`config.mk`:
```
export PLATFORM = sky130hd
export DESIGN_NAME = bin2res_mod7_serial
export DESIGN_NICKNAME = d
export VERILOG_FILES = /design/src/rtl/bin2res_mod7_serial.sv
export SDC_FILE = /design/constraint.sdc
export NUM_CORES = 1
export LEC_CHECK = 0
export CORE_AREA = 2 2 73 75
export DETAILED_ROUTE_END_ITERATION = 6
export DIE_AREA = 0 0 75 77
export GPL_ROUTABILITY_DRIVEN = 1
export GPL_TIMING_DRIVEN = 0
export PLACE_DENSITY = 0.86
export SYNTH_ARGS = -nofsm -noshare
export SYNTH_HDL_FRONTEND = slang
export SYNTH_SLANG_ARGS = --single-unit
```
`constraint.sdc`:
```
create_clock -name clk -period 4.98 [get_ports clk]
set_clock_uncertainty 0.1 [all_clocks]
set_input_delay 0.996 -clock clk [delete_from_list [all_inputs] [get_ports clk]]
set_output_delay 0.996 -clock clk [all_outputs]
set_load 0.005 [all_outputs]
```
`src/rtl/bin2res_mod7_serial.sv`:
```
// Bit-serial binary-to-residue converter (mod 7) for the RNS front end.
// One operand bit per cycle is weighted by 2^idx mod 7 (from mod7_LUT)
// and folded into a 3-bit modular accumulator; the residue is returned
// on a valid/ready output.

// Weight table: 2^n mod 7 repeats 1, 2, 4 with period 3.
module mod7_LUT (
  input  logic [5:0] n,
  output logic [2:0] out
);

  logic [5:0] phase_s;

  // Reduce the exponent mod 3 and select the matching power of two.
  always_comb begin
    phase_s = n % 6'd3;
    case (phase_s)
      6'd0:    out = 3'd1;
      6'd1:    out = 3'd2;
      6'd2:    out = 3'd4;
      default: out = 3'd1;
    endcase
  end

endmodule

module bin2res_mod7_serial #(
  parameter int N_BITS = 32
) (
  input  logic              clk,
  input  logic              rst,
  input  logic              in_valid,
  output logic              in_ready,
  input  logic [N_BITS-1:0] in_data,
  output logic              out_valid,
  input  logic              out_ready,
  output logic [2:0]        out_res,
  output logic              busy
);

  typedef enum logic [1:0] {
    S_IDLE = 2'd0,
    S_BUSY = 2'd1,
    S_DONE = 2'd2
  } state_t;

  localparam logic [4:0] LAST_IDX = 5'(N_BITS - 1);

  state_t            state_q, state_d;
  logic [2:0]        acc_q, acc_d;
  logic [4:0]        idx_q, idx_d;
  logic [N_BITS-1:0] opnd_q, opnd_d;
  logic              out_valid_q, out_valid_d;
  logic [2:0]        out_res_q, out_res_d;
  logic              busy_q, busy_d;
  logic              in_ready_q, in_ready_d;

  logic [2:0]        weight_s;
  logic [3:0]        sum_s;
  logic [3:0]        sum_m7_s;
  logic [2:0]        acc_add_s;

  // Weight for the bit currently being processed.
  mod7_LUT u_lut (
    .n   ({1'b0, idx_q}),
    .out (weight_s)
  );

  // Modular add: acc + w is at most 6 + 4 = 10, so one conditional subtract suffices.
  always_comb begin
    sum_s    = {1'b0, acc_q} + {1'b0, weight_s};
    sum_m7_s = sum_s - 4'd7;
    if (sum_s >= 4'd7) begin
      acc_add_s = sum_m7_s[2:0];
    end else begin
      acc_add_s = sum_s[2:0];
    end
  end

  // Next-state logic for the IDLE -> BUSY -> DONE sequence and the datapath.
  always_comb begin
    state_d = state_q;
    acc_d   = acc_q;
    idx_d   = idx_q;
    opnd_d  = opnd_q;
    case (state_q)
      S_IDLE: begin
        if (in_valid) begin
          opnd_d  = in_data;
          acc_d   = 3'd0;
          idx_d   = 5'd0;
          state_d = S_BUSY;
        end else begin
          state_d = S_IDLE;
        end
      end
      S_BUSY: begin
        if (opnd_q[idx_q]) begin
          acc_d = acc_add_s;
        end else begin
          acc_d = acc_q;
        end
        idx_d = idx_q + 5'd1;
        if (idx_q == LAST_IDX) begin
          state_d = S_DONE;
        end else begin
          state_d = S_BUSY;
        end
      end
      S_DONE: begin
        if (out_ready) begin
          state_d = S_IDLE;
        end else begin
          state_d = S_DONE;
        end
      end
      default: begin
        state_d = S_IDLE;
      end
    endcase
  end

  // Output flags are decoded from the next state so they leave the block registered.
  always_comb begin
    out_valid_d = (state_d == S_DONE);
    busy_d      = (state_d == S_BUSY);
    in_ready_d  = (state_d == S_IDLE);
    if (state_d == S_DONE) begin
      out_res_d = acc_d;
    end else begin
      out_res_d = 3'd0;
    end
  end

  // State and output registers with synchronous reset that aborts any operation.
  always_ff @(posedge clk) begin
    if (rst) begin
      state_q     <= S_IDLE;
      acc_q       <= 3'd0;
      idx_q       <= 5'd0;
      opnd_q      <= '0;
      out_valid_q <= 1'b0;
      out_res_q   <= 3'd0;
      busy_q      <= 1'b0;
      in_ready_q  <= 1'b1;
    end else begin
      state_q     <= state_d;
      acc_q       <= acc_d;
      idx_q       <= idx_d;
      opnd_q      <= opnd_d;
      out_valid_q <= out_valid_d;
      out_res_q   <= out_res_d;
      busy_q      <= busy_d;
      in_ready_q  <= in_ready_d;
    end
  end

  assign out_valid = out_valid_q;
  assign out_res   = out_res_q;
  assign busy      = busy_q;
  assign in_ready  = in_ready_q;

endmodule

```
==> flow_summary.ini <==
[drt]
wl_per_cell_microns = 12.3
routed_via_density = 5.30
ant_nets = 0
dr_total_vias = 2311
dr.first_iter.drc_count = 99
drcViolationCount = 0
first_pass_iters = 4
wirelength_microns = 5360

[layout]
finish.utilization_pct = 64.0
nets = 412
area_delta_synth_final_pct = 25.6
drive_gt1_share_pct = 10.1
final_cell_area_sq_mm = 0.00318
nFillCells = 420
instances_no_fill = 436
antennaDiodeCount = 0

[clock_network]
cts_buffer_depth = 2
numClockSinks = 48
htreeDepth = 2
clk_pin_slew_ns = 0.09
insertion_delay_ns = 0.30
cts_inserted_buffers = 5
cts_tree = built
root_buffer = clkbuf_8

[floorplan]
coreArea_sq_mm = 0.00498
fp.dieW_microns = 75
row_count = 26
die_h_microns = 77
start_util_pct = 50.9
die_area_sq_mm = 0.00578
pin_count = 42

[synthesis]
synth_common_cells = nand2_1, dfxtp_1, a21oi_1
yosys.area.top_type = dfxtp_1
synth_area_sq_mm = 0.00253
synth_area_per_cell_sq_um = 8.07
synth_cell_types = 37
yosysWarnings = 0
ys_seq_area_share_pct = 37.9
netlist.area_leader.share_pct = 37.9
synthArstFlopShare_pct = 0
syn_nets = 361
ys_ff_latch = 48
synthCells = 314
synth_edf_count = 0
synthTopCellsByArea = dfxtp_1, nand2_1, a21oi_1
synthFlopType = dfxtp_1
yosysMostFrequentCell = nand2_1

[placed_design]
globalplace.congestion = 0.838
dpl_cell_area_sq_mm = 0.00302
port_buffers = 40
dp_cells = 424
hpwlAfterDp_microns = 4080

[timing]
max_freq_mhz = 212
max_slew_margin_pct = 58.7
slew_viol_final = 0
finalSetupViolCount = 0
hold_violations = 0
worst_slew_pin_slew_ns = 0.616
period_needed_ns = 4.72
min_period_over_period_pct = 94.8

[grt]
grt_max_degree = 16
grt_pass1_wl_microns = 9260
grt_pass1_vias = 2134
grt_use_total_pct = 20.1
globalRouteOverflowTotal = 0
grt-busiest-layer = met2
antenna_found_initial = 0
use_met2_pct = 34.0
globalRouteMet3Util_pct = 2.89
grt_use_met1_pct = 25.5

[pwr]
power_density_mw_per_mm2 = 241
ir_drop_mv = 0.223
power_leakage_nw = 1.21

[hold_path]
hp-class = reg2reg

[setup_path]
cp_slowest_cell = fa_1
cp_data_arrival_time_ns = 4.80
start_kind = register
slowest_delay_ns = 0.50
crit_top_cell = inv_1
cp_data_required_time_ns = 5.06
cp_max_fo = 10
crit_chain = clkbuf_4 -> nand2b_1 -> nand3_1 -> o21ai_0 -> ha_2 -> o21bai_1 -> a221oi_2 -> xnor2_2 -> inv_1 -> ha_2 -> a2111oi_4 -> mux2i_1 -> xnor2_1 -> nand2_1 -> ha_1 -> inv_1 -> fa_1 -> inv_1 -> ha_1 -> a21oi_2 -> xor2_1 -> a2bb2oi_2 -> nor2_1
crit_type = reg2reg
crit_path_end_kind = register

[status]
outcome = finished, final reports clean

[flow_run]
timing.max_cap.violations = 0
[through the flow]
step / setup TNS (ns) / hold WS, ns / power, mW / worst slack [ns]
after floorplan: 0 / 0.333 / 0.484 / 0.483
after global placement: 0 / 0.340 / 0.528 / 0.0451
after detailed placement: -0.394 / 0.347 / 0.532 / -0.122
after CTS: 0 / 0.359 / 0.767 / 0.0131
after global routing: -0.362 / 0.379 / 0.801 / -0.0887
final: 0 / 0.357 / 0.766 / 0.261
[timing repair]
item / in CTS / in global routing
buffers inserted: 0 / 4
hold buffers: 0 / 0
setup endpoints to repair: 4 / 6
cloned: 0 / 0
gates resized for setup: 1 / 11
pin swaps: 0 / 6
[worst paths after layout]
kind | from | to | slack (ns) | depth (start not counted)
setup reg to reg | idx_q[3] | acc_q[0] | 0.26 | 23
hold reg to reg | opnd_q[12] | opnd_q[12] | 0.36 | 2
hold / removal | opnd_q[12] | opnd_q[12] | 0.36 | 2
setup / recovery | idx_q[3] | acc_q[0] | 0.26 | 23
[power by group]
part	total [mW]	leakage (nW)	internal (mW)	switching, mW
clock	0.239	0.0516	0.114	0.126
sequential	0.412	0.393	0.401	0.0111
combinational	0.114	0.768	0.0584	0.0555
total	0.766	1.21	0.573	0.192
[registers in the layout, indices dropped and copies added (netlist names)]
| signal | flops |
|---|---|
| opnd_q | 32 |
| in_ready | 1 |
| out_res | 3 |
| acc_q | 3 |
| idx_q | 5 |
| busy | 1 |
| out_valid | 1 |
| state_q | 2 |
[worst max-delay path, delay by kind of cell, from the launching register on]
| family | cells | cell delay, ns |
|---|---|---|
| adder cells (fa/ha/maj) | 5 | 1.30 |
| flip-flops | 1 | 0.37 |
| AND/OR/NAND/NOR | 4 | 0.43 |
| multiplexers | 1 | 0.26 |
| buffers and inverters | 4 | 0.41 |
| AO/OA/AOI/OAI | 6 | 1.25 |
| XOR/XNOR | 3 | 0.50 |
[placed cells by master (no fill, tap or decap), types with 2 or more instances in the layout]
master	synthesis	routed
ha_2	0	2
clkdlybuf4s50_1	0	40
or2_2	3	3
nand2b_1	5	5
a211oi_1	3	3
a221oi_1	2	2
mux4_2	4	4
ha_1	10	8
nand2_1	81	81
mux2i_1	11	11
or3b_2	2	2
inv_1	9	9
a21o_1	4	4
clkbuf_1	17	15
a2bb2oi_2	0	2
nor2_1	17	17
dfxtp_1	48	47
a22oi_1	5	5
xnor2_1	3	2
o21ai_0	7	7
nor2b_1	9	9
buf_4	0	4
buf_2	2	2
a31oi_1	2	2
a21oi_1	39	38
nand3_1	7	7
clkbuf_8	0	6
o21bai_1	3	3
and2_1	6	6
o211ai_1	2	2
[metal layers]
metal  share of wire [%]  vias to the layer above
met5                   0                        -
met4                 1.8                        0
met3                 3.1                        9
met2                  52                       57
met1                  43                     1075
li1                    -                     1170
[area by class of cell]
class,instances,area (sq um),area share (%)
buffer,19,78.8,2.48
multi-input combinational,238,1490,46.9
tap,70,87.6,2.75
timing repair buffer,44,430,13.5
inverter,9,33.8,1.06
clock buffer,6,82.6,2.59
sequential,48,962,30.2
clock inverter,2,13.8,0.432
[cells by family after synthesis]
kind of cell	Yosys count	synth area share [%]
AND/OR/NAND/NOR	132	23.0
AO/OA/AOI/OAI	75	19.4
flip-flops	48	37.9
buffers and inverters	28	4.25
multiplexers	16	8.35
adder cells (fa/ha/maj)	11	5.73
XOR/XNOR	4	1.38
(Power assumes the default switching activity.)
